**src/rtl/canny_mac_pkg.sv**
```systemverilog
// canny_mac_pkg: shared types and helpers for the canny multiply-accumulate pipeline.
//   - Default operand, accumulator and output widths.
//   - ctrl_t: {valid, first, last} bits travelling alongside each product.
//   - sat_shift(): arithmetic right shift of the accumulator followed by a signed clamp.
// Optional feature macro: CANNY_MAC_ROUND_EN (round-half-up instead of floor in sat_shift).
package canny_mac_pkg;

  localparam int unsigned DefAW   = 11;
  localparam int unsigned DefBW   = 11;
  localparam int unsigned DefAccW = 32;
  localparam int unsigned DefOutW = 16;

  // Working width of sat_shift; accumulator and output widths must stay below this.
  localparam int unsigned SatW = 64;

  typedef struct packed {
    logic valid;
    logic first;
    logic last;
  } ctrl_t;

  typedef struct packed {
    logic            sat;
    logic [SatW-1:0] value;
  } sat_res_t;

  // acc is the sign-extended accumulator. One extra bit keeps the rounding add exact.
  function automatic sat_res_t sat_shift(input logic signed [SatW-1:0] acc,
                                         input int unsigned           shift,
                                         input int unsigned           out_w);
    sat_res_t           res;
    logic signed [SatW:0] s;
    logic signed [SatW:0] hi;
    logic signed [SatW:0] lo;
    s = {acc[SatW-1], acc};
`ifdef CANNY_MAC_ROUND_EN
    if (shift > 0) begin
      s = s + ((SatW+1)'(1) <<< (shift - 1));
    end
`endif
    s  = s >>> shift;
    hi = ((SatW+1)'(1) <<< (out_w - 1)) - (SatW+1)'(1);
    lo = -((SatW+1)'(1) <<< (out_w - 1));
    if (s > hi) begin
      res.sat   = 1'b1;
      res.value = hi[SatW-1:0];
    end else if (s < lo) begin
      res.sat   = 1'b1;
      res.value = lo[SatW-1:0];
    end else begin
      res.sat   = 1'b0;
      res.value = s[SatW-1:0];
    end
    return res;
  endfunction

endpackage

```
**src/rtl/canny_mac_sat.sv**
```systemverilog
// canny_mac_sat: combinational shift / optional round / clamp from accumulator to output.
// Ports:
//   i_acc   in  ACC_W  signed accumulator value
//   o_dout  out OUT_W  shifted, clamped result
//   o_sat   out 1      clamp occurred
// Optional feature macro: CANNY_MAC_ROUND_EN (applied inside sat_shift).
module canny_mac_sat
  import canny_mac_pkg::*;
#(
  parameter int unsigned ACC_W = DefAccW,
  parameter int unsigned OUT_W = DefOutW,
  parameter int unsigned SHIFT = 0
) (
  input  logic [ACC_W-1:0] i_acc,
  output logic [OUT_W-1:0] o_dout,
  output logic             o_sat
);

  logic [SatW-1:0] w_acc_ext;
  sat_res_t        w_res;
  logic            w_unused_hi;

  assign w_acc_ext = SatW'($signed(i_acc));
  assign w_res     = sat_shift(w_acc_ext, SHIFT, OUT_W);
  assign o_dout    = w_res.value[OUT_W-1:0];
  assign o_sat     = w_res.sat;

  // Upper bits are only the sign extension of the clamped value.
  assign w_unused_hi = ^w_res.value[SatW-1:OUT_W];

endmodule

```
**src/rtl/canny_mac_pipe.sv**
```systemverilog
// canny_mac_pipe: fully pipelined signed multiply-accumulate with grouped accumulation.
// Latency is STAGES enabled cycles from acceptance to out_valid.
// Ports:
//   clk        in  1      rising-edge clock
//   reset      in  1      asynchronous active-low reset
//   ce         in  1      clock enable; all registers hold when 0
//   in_valid   in  1      accept din0*din1 this cycle
//   in_first   in  1      product starts a new group (acc loads)
//   in_last    in  1      product ends its group (result emitted)
//   din0       in  A_W    signed operand
//   din1       in  B_W    signed operand
//   out_valid  out 1      dout holds a new group result
//   dout       out OUT_W  shifted, saturated accumulator
//   out_sat    out 1      dout was clamped
// Optional feature macro: CANNY_MAC_ROUND_EN (round-half-up on the output shift).
module canny_mac_pipe
  import canny_mac_pkg::*;
#(
  parameter int unsigned A_W    = DefAW,
  parameter int unsigned B_W    = DefBW,
  parameter int unsigned ACC_W  = DefAccW,
  parameter int unsigned OUT_W  = DefOutW,
  parameter int unsigned STAGES = 4,
  parameter int unsigned SHIFT  = 0
) (
  input  logic             clk,
  input  logic             reset,
  input  logic             ce,
  input  logic             in_valid,
  input  logic             in_first,
  input  logic             in_last,
  input  logic [A_W-1:0]   din0,
  input  logic [B_W-1:0]   din1,
  output logic             out_valid,
  output logic [OUT_W-1:0] dout,
  output logic             out_sat
);

  localparam int unsigned PW = A_W + B_W;

  logic [A_W-1:0]   r_a;
  logic [B_W-1:0]   r_b;
  ctrl_t            r_c1;
  logic [PW-1:0]    r_p;
  ctrl_t            r_c2;
  logic [PW-1:0]    w_prod;
  logic [PW-1:0]    w_fin_p;
  ctrl_t            w_fin_c;
  logic [ACC_W-1:0] w_p_ext;
  logic [ACC_W-1:0] w_acc_next;
  logic [OUT_W-1:0] w_sat_dout;
  logic             w_sat;
  logic [ACC_W-1:0] r_acc;
  logic             r_out_valid;
  logic [OUT_W-1:0] r_dout;
  logic             r_out_sat;

  // Stage 1: operand and control capture.
  always_ff @(posedge clk or negedge reset) begin
    if (!reset) begin
      r_a  <= '0;
      r_b  <= '0;
      r_c1 <= '0;
    end else if (ce) begin
      r_a        <= din0;
      r_b        <= din1;
      r_c1.valid <= in_valid;
      r_c1.first <= in_first;
      r_c1.last  <= in_last;
    end
  end

  // Sign-extended operands at full width give the exact signed product modulo 2^PW.
  assign w_prod = {{B_W{r_a[A_W-1]}}, r_a} * {{A_W{r_b[B_W-1]}}, r_b};

  // Stage 2: full-precision product.
  always_ff @(posedge clk or negedge reset) begin
    if (!reset) begin
      r_p  <= '0;
      r_c2 <= '0;
    end else if (ce) begin
      r_p  <= w_prod;
      r_c2 <= r_c1;
    end
  end

  // Stages 3..STAGES-1: pure delay.
  if (STAGES > 3) begin : g_dly
    logic [PW-1:0] r_dp [STAGES-3];
    ctrl_t         r_dc [STAGES-3];

    always_ff @(posedge clk or negedge reset) begin
      if (!reset) begin
        for (int i = 0; i < int'(STAGES - 3); i++) begin
          r_dp[i] <= '0;
          r_dc[i] <= '0;
        end
      end else if (ce) begin
        r_dp[0] <= r_p;
        r_dc[0] <= r_c2;
        for (int i = 1; i < int'(STAGES - 3); i++) begin
          r_dp[i] <= r_dp[i-1];
          r_dc[i] <= r_dc[i-1];
        end
      end
    end

    assign w_fin_p = r_dp[STAGES-4];
    assign w_fin_c = r_dc[STAGES-4];
  end else begin : g_nodly
    assign w_fin_p = r_p;
    assign w_fin_c = r_c2;
  end

  // Final stage: accumulate (wrapping) and register the group result on last.
  assign w_p_ext    = ACC_W'($signed(w_fin_p));
  assign w_acc_next = w_fin_c.first ? w_p_ext : r_acc + w_p_ext;

  canny_mac_sat #(
    .ACC_W (ACC_W),
    .OUT_W (OUT_W),
    .SHIFT (SHIFT)
  ) u_sat (
    .i_acc  (w_acc_next),
    .o_dout (w_sat_dout),
    .o_sat  (w_sat)
  );

  always_ff @(posedge clk or negedge reset) begin
    if (!reset) begin
      r_acc       <= '0;
      r_out_valid <= 1'b0;
      r_dout      <= '0;
      r_out_sat   <= 1'b0;
    end else if (ce) begin
      r_out_valid <= 1'b0;
      if (w_fin_c.valid) begin
        r_acc <= w_acc_next;
        if (w_fin_c.last) begin
          r_out_valid <= 1'b1;
          r_dout      <= w_sat_dout;
          r_out_sat   <= w_sat;
        end
      end
    end
  end

  assign out_valid = r_out_valid;
  assign dout      = r_dout;
  assign out_sat   = r_out_sat;

endmodule

```
**config.mk**
```make
export PLATFORM = sky130hd
export DESIGN_NAME = canny_mac_pipe
export DESIGN_NICKNAME = d
export VERILOG_FILES = /design/src/rtl/canny_mac_pkg.sv /design/src/rtl/canny_mac_sat.sv /design/src/rtl/canny_mac_pipe.sv
export SDC_FILE = /design/constraint.sdc
export NUM_CORES = 1
export LEC_CHECK = 0
export ABC_AREA = 1
export BUFFER_PORTS_ARGS = -buffer_cell sky130_fd_sc_hd__buf_2
export CORE_UTILIZATION = 60
export CTS_CLUSTER_SIZE = 40
export DETAILED_ROUTE_END_ITERATION = 8
export PLACE_DENSITY_LB_ADDON = 0.25
export REMOVE_ABC_BUFFERS = 1
export SETUP_SLACK_MARGIN = 0.2
export SLEW_MARGIN = 25
export SYNTH_ARGS = -nofsm -noshare
export SYNTH_HDL_FRONTEND = slang
export SYNTH_SLANG_ARGS = --single-unit
```
**constraint.sdc**
```tcl
create_clock -name clk -period 10.8 [get_ports clk]
set_input_delay 1.08 -clock clk [delete_from_list [all_inputs] [get_ports clk]]
set_output_delay 1.08 -clock clk [all_outputs]
set_load 0.01 [all_outputs]
```
; ---- Word level (Yosys, flattened, before mapping)
; Cells that the tools add are included.
[word_totals]
ff_bits = 125
latchBits = 0
ramBits = 0
romBits = 0
out_inout_bits = 18
wordCells = 28
memories = 0
[op_classes]
n_addsub = 1
n_mul = 1
div = 0
magnitude_cmp = 2
eq_ne = 0
shift = 0
n_mux = 5
n_bitwise = 0
n_reduce_logical = 2
[ops]
columns = op, n
row1 = 65-bit two-way mux, 2
row2 = 32-bit adder, 1
row3 = "32-bit by 16-bit greater-than comparator with 1-bit output, second input constant", 1
row4 = "32-bit by 16-bit less-than comparator with 1-bit output, second input constant", 1
row5 = 32-bit two-way mux, 1
row6 = 11-bit by 11-bit multiplier with 22-bit output, 1
row7 = 3-bit AND reduction, 1
row8 = 1-bit two-way mux, 2
row9 = 2-bit AND reduction, 1

; ---- Logic depth before layout (Yosys ltp)
; Gate-level depths: netlist (run 1).
[logic_depth]
word_depth = 5
ltp_mapped = 26

; ---- By module
; Synthesis (run 1) repeated with hierarchy kept, for this count alone.
[unflattened]
hier_cells = 1769
hier_area_um2 = 12702.2
[by_module_without_submodules]
columns = module, n_inst, cells_each, area_per_inst_um2
row1 = canny_mac_pipe, 1, 1703, 12420.7
row2 = canny_mac_sat, 1, 66, 281.5

; ---- Least setup slack after synthesis (run 1)
; OpenSTA, ideal clock, no wires.
[synth_path]
path_kind = register -> register
startpoint = register r_a[10]
endpoint = register r_p[21]
t_arrival_ns = 5.107
required_ns = 10.665
path_slack_ns = 5.558
stages_incl_launch_ff = 21
n_path_buf = 1
path_cell_list = dfrtp_1 clkbuf_1 nand2_1 inv_1 fa_1 fa_1 inv_1 fa_1 inv_1 fa_1 inv_1 fa_1 inv_1 ha_1 nand4_1 inv_1 nand4_1 nor3_1 a2111oi_0 xor2_1 o21ai_0
[synth_via]
elab_chain_len = 1
[synth_rtl]
columns = element, line_no
row1 = start: declaration, canny_mac_pipe.sv:41  ; logic [A_W-1:0] r_a;
row2 = start signal: assignment, canny_mac_pipe.sv:65  ; r_a <= din0;
row3 = 11-bit by 11-bit multiplier with 22-bit output, canny_mac_pipe.sv:74  ; assign w_prod = {{B_W{r_a[A_W-1]}}, r_a} * {{A_W{r_b[B_W-1]}}, r_b};
row4 = end signal: assignment, canny_mac_pipe.sv:82  ; r_p <= w_prod;
row5 = end: declaration, canny_mac_pipe.sv:44  ; logic [PW-1:0] r_p;
; Every way passes these cells.
; A chain may end at the register's enable or synchronous reset.

; ---- Worst setup path in the final report (run 1)
[layout_path]
startpoint = register r_b[10]
endpoint = register r_p[19]
[layout_via]
elab_chain_len = 1
[layout_rtl]
columns = element, line_no
row1 = start: declaration, canny_mac_pipe.sv:42  ; logic [B_W-1:0] r_b;
row2 = start signal: assignment, canny_mac_pipe.sv:66  ; r_b <= din1;
row3 = 11-bit by 11-bit multiplier with 22-bit output, canny_mac_pipe.sv:74
; Every way passes these cells.

==> results of run 1 <==
## cell usage after synthesis (all sizes together)
master   number
nand4         8
a41oi         1
o22ai         2
a21boi        1
a31oi         6
and2          4
o211ai        1
xor2         10
nor3          6
nand3        68
o21a          2
buf           8
a21o          3
o221ai        1
clkinv        3
xnor2        17
ha           78
a2111oi       1
inv         353
nand3b        3
o21ai        72
dfrtp       125
clkbuf       46
a21oi        41
o31ai         3
nor2         76
fa          118
nand2       666
or2           6
o21bai        3
nor4          1
and3          1
## worst min-delay path, delay by kind of cell, from the launching register on
| kind | cells | cell delay, ns |
|---|---|---|
| DFF | 1 | 0.34 |
| and+or+nand+nor | 2 | 0.09 |
## power groups by stage
stage / Clock [uW] / Sequential [uW] / Combinational (uW)
2_1_floorplan: 0 / 759 / 2290
3_3_place_gp: 0 / 779 / 2860
3_5_place_dp: 0 / 784 / 2930
4_1_cts: 611 / 778 / 2970
5_1_grt: 631 / 801 / 3410
6_report: 604 / 779 / 2970
## final timing paths
check	from	slack, ns	cells past startpoint	to
min in group asynchronous	reset	0.76	1	dout[5]$_DFFE_PN0P_
max in group asynchronous	reset	8.74	2	g_dly.r_dp[21]$_DFFE_PN0P_
min	g_dly.r_dc[2]$_DFFE_PN0P_	0.47	2	g_dly.r_dc[2]$_DFFE_PN0P_
max reg2reg	r_b[10]$_DFFE_PN0P_	5.17	21	r_p[19]$_DFFE_PN0P_
max	r_b[10]$_DFFE_PN0P_	5.17	21	r_p[19]$_DFFE_PN0P_
min reg2reg	g_dly.r_dc[2]$_DFFE_PN0P_	0.47	2	g_dly.r_dc[2]$_DFFE_PN0P_
## state kept, by name, indices dropped and copies added, names as in the netlist
signal / flops
r_acc: 32
g_dly.r_dp: 22
r_p: 22
dout: 16
r_a: 11
r_b: 11
g_dly.r_dc: 3
r_c1: 3
r_c2: 3
out_sat: 1
out_valid: 1
## layer usage
metal / part of all wire [%] / vias to the layer above / GRT usage, %
met1: 43 / 4878 / 35.1
met5: 0 / - / 0
met2: 50 / 264 / 52.2
li1: - / 5216 / -
met4: 2.8 / 0 / 11.1
met3: 4.7 / 54 / 4.64
## cells by family after synthesis
family	share of synthesized area (%)
flops	25.2
compound gates	6.10
buf+inv	12.5
simple gates	27.4
fa+ha+maj	26.8
xor+xnor	1.96
## metrics by stage
| step | setup slack [ns] | instance area, um2 | hold WS (ns) |
|---|---|---|---|
| floorplan | 5.63 | 12200 | 0.442 |
| global placement | 5.35 | 12800 | 0.453 |
| detailed placement | 5.26 | 12800 | 0.458 |
| CTS | 5.19 | 13400 | 0.474 |
| global route | 4.81 | 13400 | 0.489 |
| finish | 5.17 | 13400 | 0.471 |
## final cells by class
type	count	area (um2)	area share [%]
Timing Repair Buffer	51	273	2.03
Clock buffer	17	425	3.17
Clock inverter	15	175	1.31
Sequential cell	125	3130	23.3
Inverter	356	1340	9.96
Multi-Input combinational cell	1199	7740	57.7
Tap cell	270	338	2.52
==> flow_summary.yaml, run 1 <==
status:
  outcome: "completed"
yosys:
  synth_largest_area_cell: "dfrtp_1"
  synth_seq_cells: 125
  yosys_warnings: 0
  ys_types: 46
  synth_top_cells_by_area: "dfrtp_1 (25%), nand2_1 (20%), fa_1 (19%), inv_1 (11%), ha_1 (7.8%)"
  synthesis.instances: 1734
  postSynthAreaPerCell_um2: 7.17
  mappedNetlistArea_mm2: 0.0124
  share_of_synthesized_area_occupied_by_flip_flops_and_latches_pct: 25.2
  synth_top_cell_area_share_pct: 25.2
final_layout:
  finalNetCount: 1974
  antennaDiodeCount: 0
  final_core_utilization_pct: 66.1
  fill_cell_count: 1819
  finish.cell_count_without_fillers: 2033
  mostFrequentLayoutCell: "nand2_1"
  area.growth.synth_to_final_pct: 7.94
  most-common-layout-cells: "nand2_1 (658), inv_1 (347), dfrtp_1 (125)"
  final_layout_size_suffix_gt1_share_pct: 7.09
power:
  cell_internal_pwr_uw: 2110
  power_leakage_uw: 0.00780
  finalPower_uw: 4350
  power.density_mw_per_mm2: 324
  vdd.ir_drop.worst_uv: 151
  p_sw_uw: 2250
  power_frac_clock_pct: 13.9
  pwr-share-comb_pct: 68.2
  seq_power_share_pct: 17.9
  switching_fraction_pct: 51.6
timing:
  slew_headroom_pct: 43.0
  slew_viol_final: 0
  final_period_minus_worst_setup_slack_ns: 5.63
  final_min_period_over_clock_period_pct: 52.1
  timing.setup.tns_ns: 0
  worst_pin_slew_ns: 0.855
  grt_setup_unrepaired: "false"
  maxClockFrequency_ghz: 0.178
  skew_ns: 0.0126
  timing.final.hold_violations: 0
  final-setup-viol-count: 0
floorplan:
  ioPinCount: 46
  core-area_mm2: 0.0203
  die_y_um: 146
  num_rows: 52
  start_util_pct: 61.2
  chipWidth_um: 146
  die-area_mm2: 0.0213
grt:
  overall_fraction_of_global_route_tracks_in_use_pct: 29.1
  global_route_wire_length_before_repair_mm: 49.1
  overflow: 0
  grt_max_degree: 78
  antenna_found_initial: 0
  first_global_vias: 10400
setup_path:
  critPathRequiredTime_ns: 11.12
  crit_slowest_cell: "fa_1"
  crit_path_frequent_cell: "fa_1"
  max_stage_delay_ns: 0.54
  crit_path_cell_trace: "clkinv_1, nor2_1, fa_1, fa_1, fa_1, fa_1, inv_1, fa_1, inv_1, ha_1, nand2_1, nor2_1, nand4_1, o211ai_1, nand3_1, o21bai_1, a21o_1, a21o_1, nand2_1, nand3_1, nand2_1"
  timing.critical_path.to_type: "register"
  critPathTopFamily: "adder cells"
  critical_path_peak_fanout: 10
  worst_setup_path_class: "reg2reg"
  cp_num_buf_inv: 3
  setup_crit_start_kind: "register"
  cp_data_arrival_time_ns: 5.95
route:
  drcViolationCount: 0
  post_drt_via_cell_ratio: 5.12
  drtIter0Drc: 577
  totalWireLength_mm: 28.9
  drtPass1Iterations: 5
  num_vias: 10400
  route.antenna.remaining_nets: 0
  drt-wirelength-per-cell_um: 14.2
placed_design:
  place.port_buffers: 45
  place_inst: 2001
  gp_routability_congestion: 0.986
  dp.final_hpwl_mm: 22.3
clock_network:
  post_cts.resized_instances: 0
  tritoncts.num_buffers: 17
  clock-root-buffer: "clkbuf_16"
  cts.path.max_buffers: 2
  hold_buffers: 0
  post-cts-setup-buffers: 0
  clkTransAtPathRegs_ns: 0.07
  ctsHtreeMaxLevel: 4
  clkSinkCount: 125
  skew_pair_late_insertion_delay_ns: 0.43
  tritoncts: "done"
run:
  maxCapViolations: 0
min_path:
  min-delay-path-class: "reg2reg"
(Power assumes the default switching activity.)
==> inputs of run 2 (changes only) <==
--- a/config.mk
+++ b/config.mk
@@ -5,7 +5,7 @@
 export SDC_FILE = /design/constraint.sdc
 export NUM_CORES = 1
 export LEC_CHECK = 0
-export ABC_AREA = 1
+export ABC_AREA = 0
 export BUFFER_PORTS_ARGS = -buffer_cell sky130_fd_sc_hd__buf_2
 export CORE_UTILIZATION = 60
 export CTS_CLUSTER_SIZE = 40
==> constraint.sdc (replaced) <==
create_clock -name clk -period 5.6 [get_ports clk]
set_input_delay 0.56 -clock clk [delete_from_list [all_inputs] [get_ports clk]]
set_output_delay 0.56 -clock clk [all_outputs]
set_load 0.01 [all_outputs]
==> flow_summary.yaml, run 2 <==
status:
  outcome: "completed"
setup_path:
  regToRegSetupSlack_ns: 0.14
  worst_setup_path_class: "reg2reg"
  max_stage_delay_ns: 0.56
  timing.critical_path.to_type: "register"
  r2r_cells: 21
  crit_path_cell_trace: "nand2b_1, fa_1, fa_1, inv_1, fa_1, fa_1, inv_1, fa_1, inv_1, ha_4, and3_1, a211o_1, nand2_2, buf_4, buf_4, buf_4, buf_4, buf_4, buf_4, xnor2_1, mux2_2"
  critPathTopFamily: "adder cells"
  path_depth: 21
  critPathRequiredTime_ns: 5.90
  setup_crit_start_kind: "register"
  cp_num_buf_inv: 9
  crit_path_frequent_cell: "buf_4"
  worst_r2r_startpoint: "r_a[0]$_DFFE_PN0P_"
  critical_path_peak_fanout: 7
  cp_data_arrival_time_ns: 5.76
  regToRegEndpoint: "r_p[15]$_DFFE_PN0P_"
  crit_slowest_cell: "fa_1"
placed_design:
  gp_routability_congestion: 0.862
  placed_area_mm2: 0.0120
  place.port_buffers: 45
  place_inst: 1440
  dp.final_hpwl_mm: 17.3
  place_worst_setup_slack_ns: -0.111
yosys:
  postSynthAreaPerCell_um2: 9.71
  synth_edf_count: 0
  synth_seq_cells: 125
  synth_top_cells_by_area: "dfrtp_1 (27%), fa_1 (21%), ha_1 (8.6%), mux2_2 (7.8%), inv_1 (5.7%)"
  mappedNetlistArea_mm2: 0.0114
  synth_top_cell_area_share_pct: 27.5
  yosys.cell_count.top_type: "inv_1"
  synthesis.instances: 1173
  synth_largest_area_cell: "dfrtp_1"
  postSynth.asyncResetShare_pct: 100
  yosys_warnings: 0
  ys_top_cells_by_count: "inv_1 (173), nand2_1 (132), dfrtp_1 (125)"
  ys_types: 63
  share_of_synthesized_area_occupied_by_flip_flops_and_latches_pct: 27.5
  synth-main-ff-cell: "dfrtp_1"
floorplan:
  num_rows: 50
  start_util_pct: 61.1
  chipWidth_um: 140
  core-area_mm2: 0.0186
  ioPinCount: 46
  die_y_um: 140
  die-area_mm2: 0.0195
grt:
  first_global_vias: 8959
  global_route_wire_length_before_repair_mm: 42.2
  overall_fraction_of_global_route_tracks_in_use_pct: 27.1
  grt_max_degree: 86
  overflow: 0
  antenna_found_initial: 0
final_layout:
  post-route-cell-area_mm2: 0.0134
  fill_cell_count: 1307
  finish.cell_count_without_fillers: 1525
  antennaDiodeCount: 0
  registers_with_the_most_flip_flops: "r_acc (32), g_dly.r_dp (22), r_p (22)"
  final_core_utilization_pct: 71.6
  most-common-layout-cells: "inv_1 (166), nand2_1 (127), fa_1 (110)"
  registers.top_by_ff_count: "r_acc"
  finalNetCount: 1504
  mostFrequentLayoutCell: "inv_1"
  largest_reg_flops: 32
  area.growth.synth_to_final_pct: 17.2
  final_layout_size_suffix_gt1_share_pct: 26.6
route:
  post_drt_via_cell_ratio: 5.55
  drtPass1Iterations: 5
  drcViolationCount: 0
  route.antenna.remaining_nets: 0
  drt-wirelength-per-cell_um: 16.4
  totalWireLength_mm: 25.0
  drtIter0Drc: 377
  num_vias: 8459
timing:
  slew_viol_final: 0
  final-setup-viol-count: 0
  maxClockFrequency_ghz: 0.183
  grt_setup_unrepaired: "true"
  timing.final.ws_setup_ns: 0.145
  final_period_minus_worst_setup_slack_ns: 5.46
  timing.final.hold_violations: 0
  worst_pin_slew_ns: 0.923
  final_min_period_over_clock_period_pct: 97.4
  slew_headroom_pct: 38.5
  skew_ns: 0.0102
clock_network:
  clock-root-buffer: "clkbuf_16"
  clkTransAtPathRegs_ns: 0.06
  skew_pair_late_insertion_delay_ns: 0.43
  hold_buffers: 0
  tritoncts.num_buffers: 17
  cts.path.max_buffers: 2
  clkSinkCount: 125
  tritoncts: "done"
  ctsHtreeMaxLevel: 4
min_path:
  min-delay-path-class: "in2async"
run:
  maxCapViolations: 0
run 2: cell count changes in the layout (fill, tap and decap cells not counted), moves of 47 or more:
| cell | delta |
|---|---|
| nand2_1 | -531 |
| and2_1 | +47 |
| inv_1 | -181 |
| nand3_1 | -47 |
| mux2_2 | +78 |
| buf_4 | +71 |
run 2: logic make-up (layout without fill, tap and decap cells):
logic type | after synthesis | in the layout | share of synthesized area (%)
buffers and inverters | 223 | 341 | 7.42
adder cells (fa/ha/maj) | 196 | 196 | 29.3
multiplexers | 85 | 85 | 8.33
XOR/XNOR | 48 | 48 | 3.69
flip-flops | 125 | 125 | 27.5
AO/OA/AOI/OAI | 182 | 182 | 10.6
AND/OR/NAND/NOR | 314 | 314 | 13.2
run 2: metal layers:
| metal | GRT usage, % | vias to the layer above | routed length, um |
|---|---|---|---|
| met1 | 34.0 | 4178 | 11100 |
| met2 | 47.4 | 199 | 12500 |
| met5 | 0 | - | 0 |
| met3 | 5.09 | 47 | 892 |
| li1 | - | 4035 | - |
| met4 | 8.27 | 0 | 453 |
run 2: layout make-up:
cell class	instances	area, um2	share of cell area, %
multi-input combinational	825	7680	57.5
clock inverter	11	158	1.18
inverter	175	657	4.92
tap	234	293	2.19
clock buffer	19	453	3.39
timing repair buffer	136	963	7.22
sequential	125	3150	23.6
run 2: timing repair:
action / 4_1_cts / 5_1_grt
pin swaps: 48 / 48
resized for setup: 62 / 41
buffers inserted: 38 / 17
endpoints found under the setup margin: 5 / 6
run 2: stage by stage:
step	hold WS (ns)	TNS, ns
2_1_floorplan	0.264	0
3_3_place_gp	0.457	-0.00853
3_5_place_dp	0.463	-0.247
4_1_cts	0.222	0
5_1_grt	0.243	-0.0358
6_report	0.173	0
run 2: worst max-delay path by stage:
| stage | endpoint | slack (ns) | startpoint |
|---|---|---|---|
| 3_5_place_dp | r_p[21]$_DFFE_PN0P_ | -0.11 | r_b[7]$_DFFE_PN0P_ |
| 3_3_place_gp | r_p[21]$_DFFE_PN0P_ | -0.009 | r_b[7]$_DFFE_PN0P_ |
| 5_1_grt | r_p[15]$_DFFE_PN0P_ | -0.03 | r_a[0]$_DFFE_PN0P_ |
| 4_1_cts | r_p[21]$_DFFE_PN0P_ | 0.19 | r_b[3]$_DFFE_PN0P_ |
| 2_1_floorplan | r_p[21]$_DFFE_PN0P_ | 0.13 | r_b[3]$_DFFE_PN0P_ |
| 6_report | r_p[15]$_DFFE_PN0P_ | 0.14 | r_a[0]$_DFFE_PN0P_ |
run 2: worst register-to-register path: cells and delay by family (launching register included):
family / cells / cell delay, ns
compound gates: 1 / 0.19
xor+xnor: 1 / 0.12
fa+ha+maj: 6 / 2.91
buf+inv: 9 / 0.92
flops: 1 / 0.46
mux: 1 / 0.26
simple gates: 3 / 0.46
Power of run 2 is left out: the tool's default activity adds up to more than one toggle a clock period on the data nets, which glitch-free logic cannot reach.
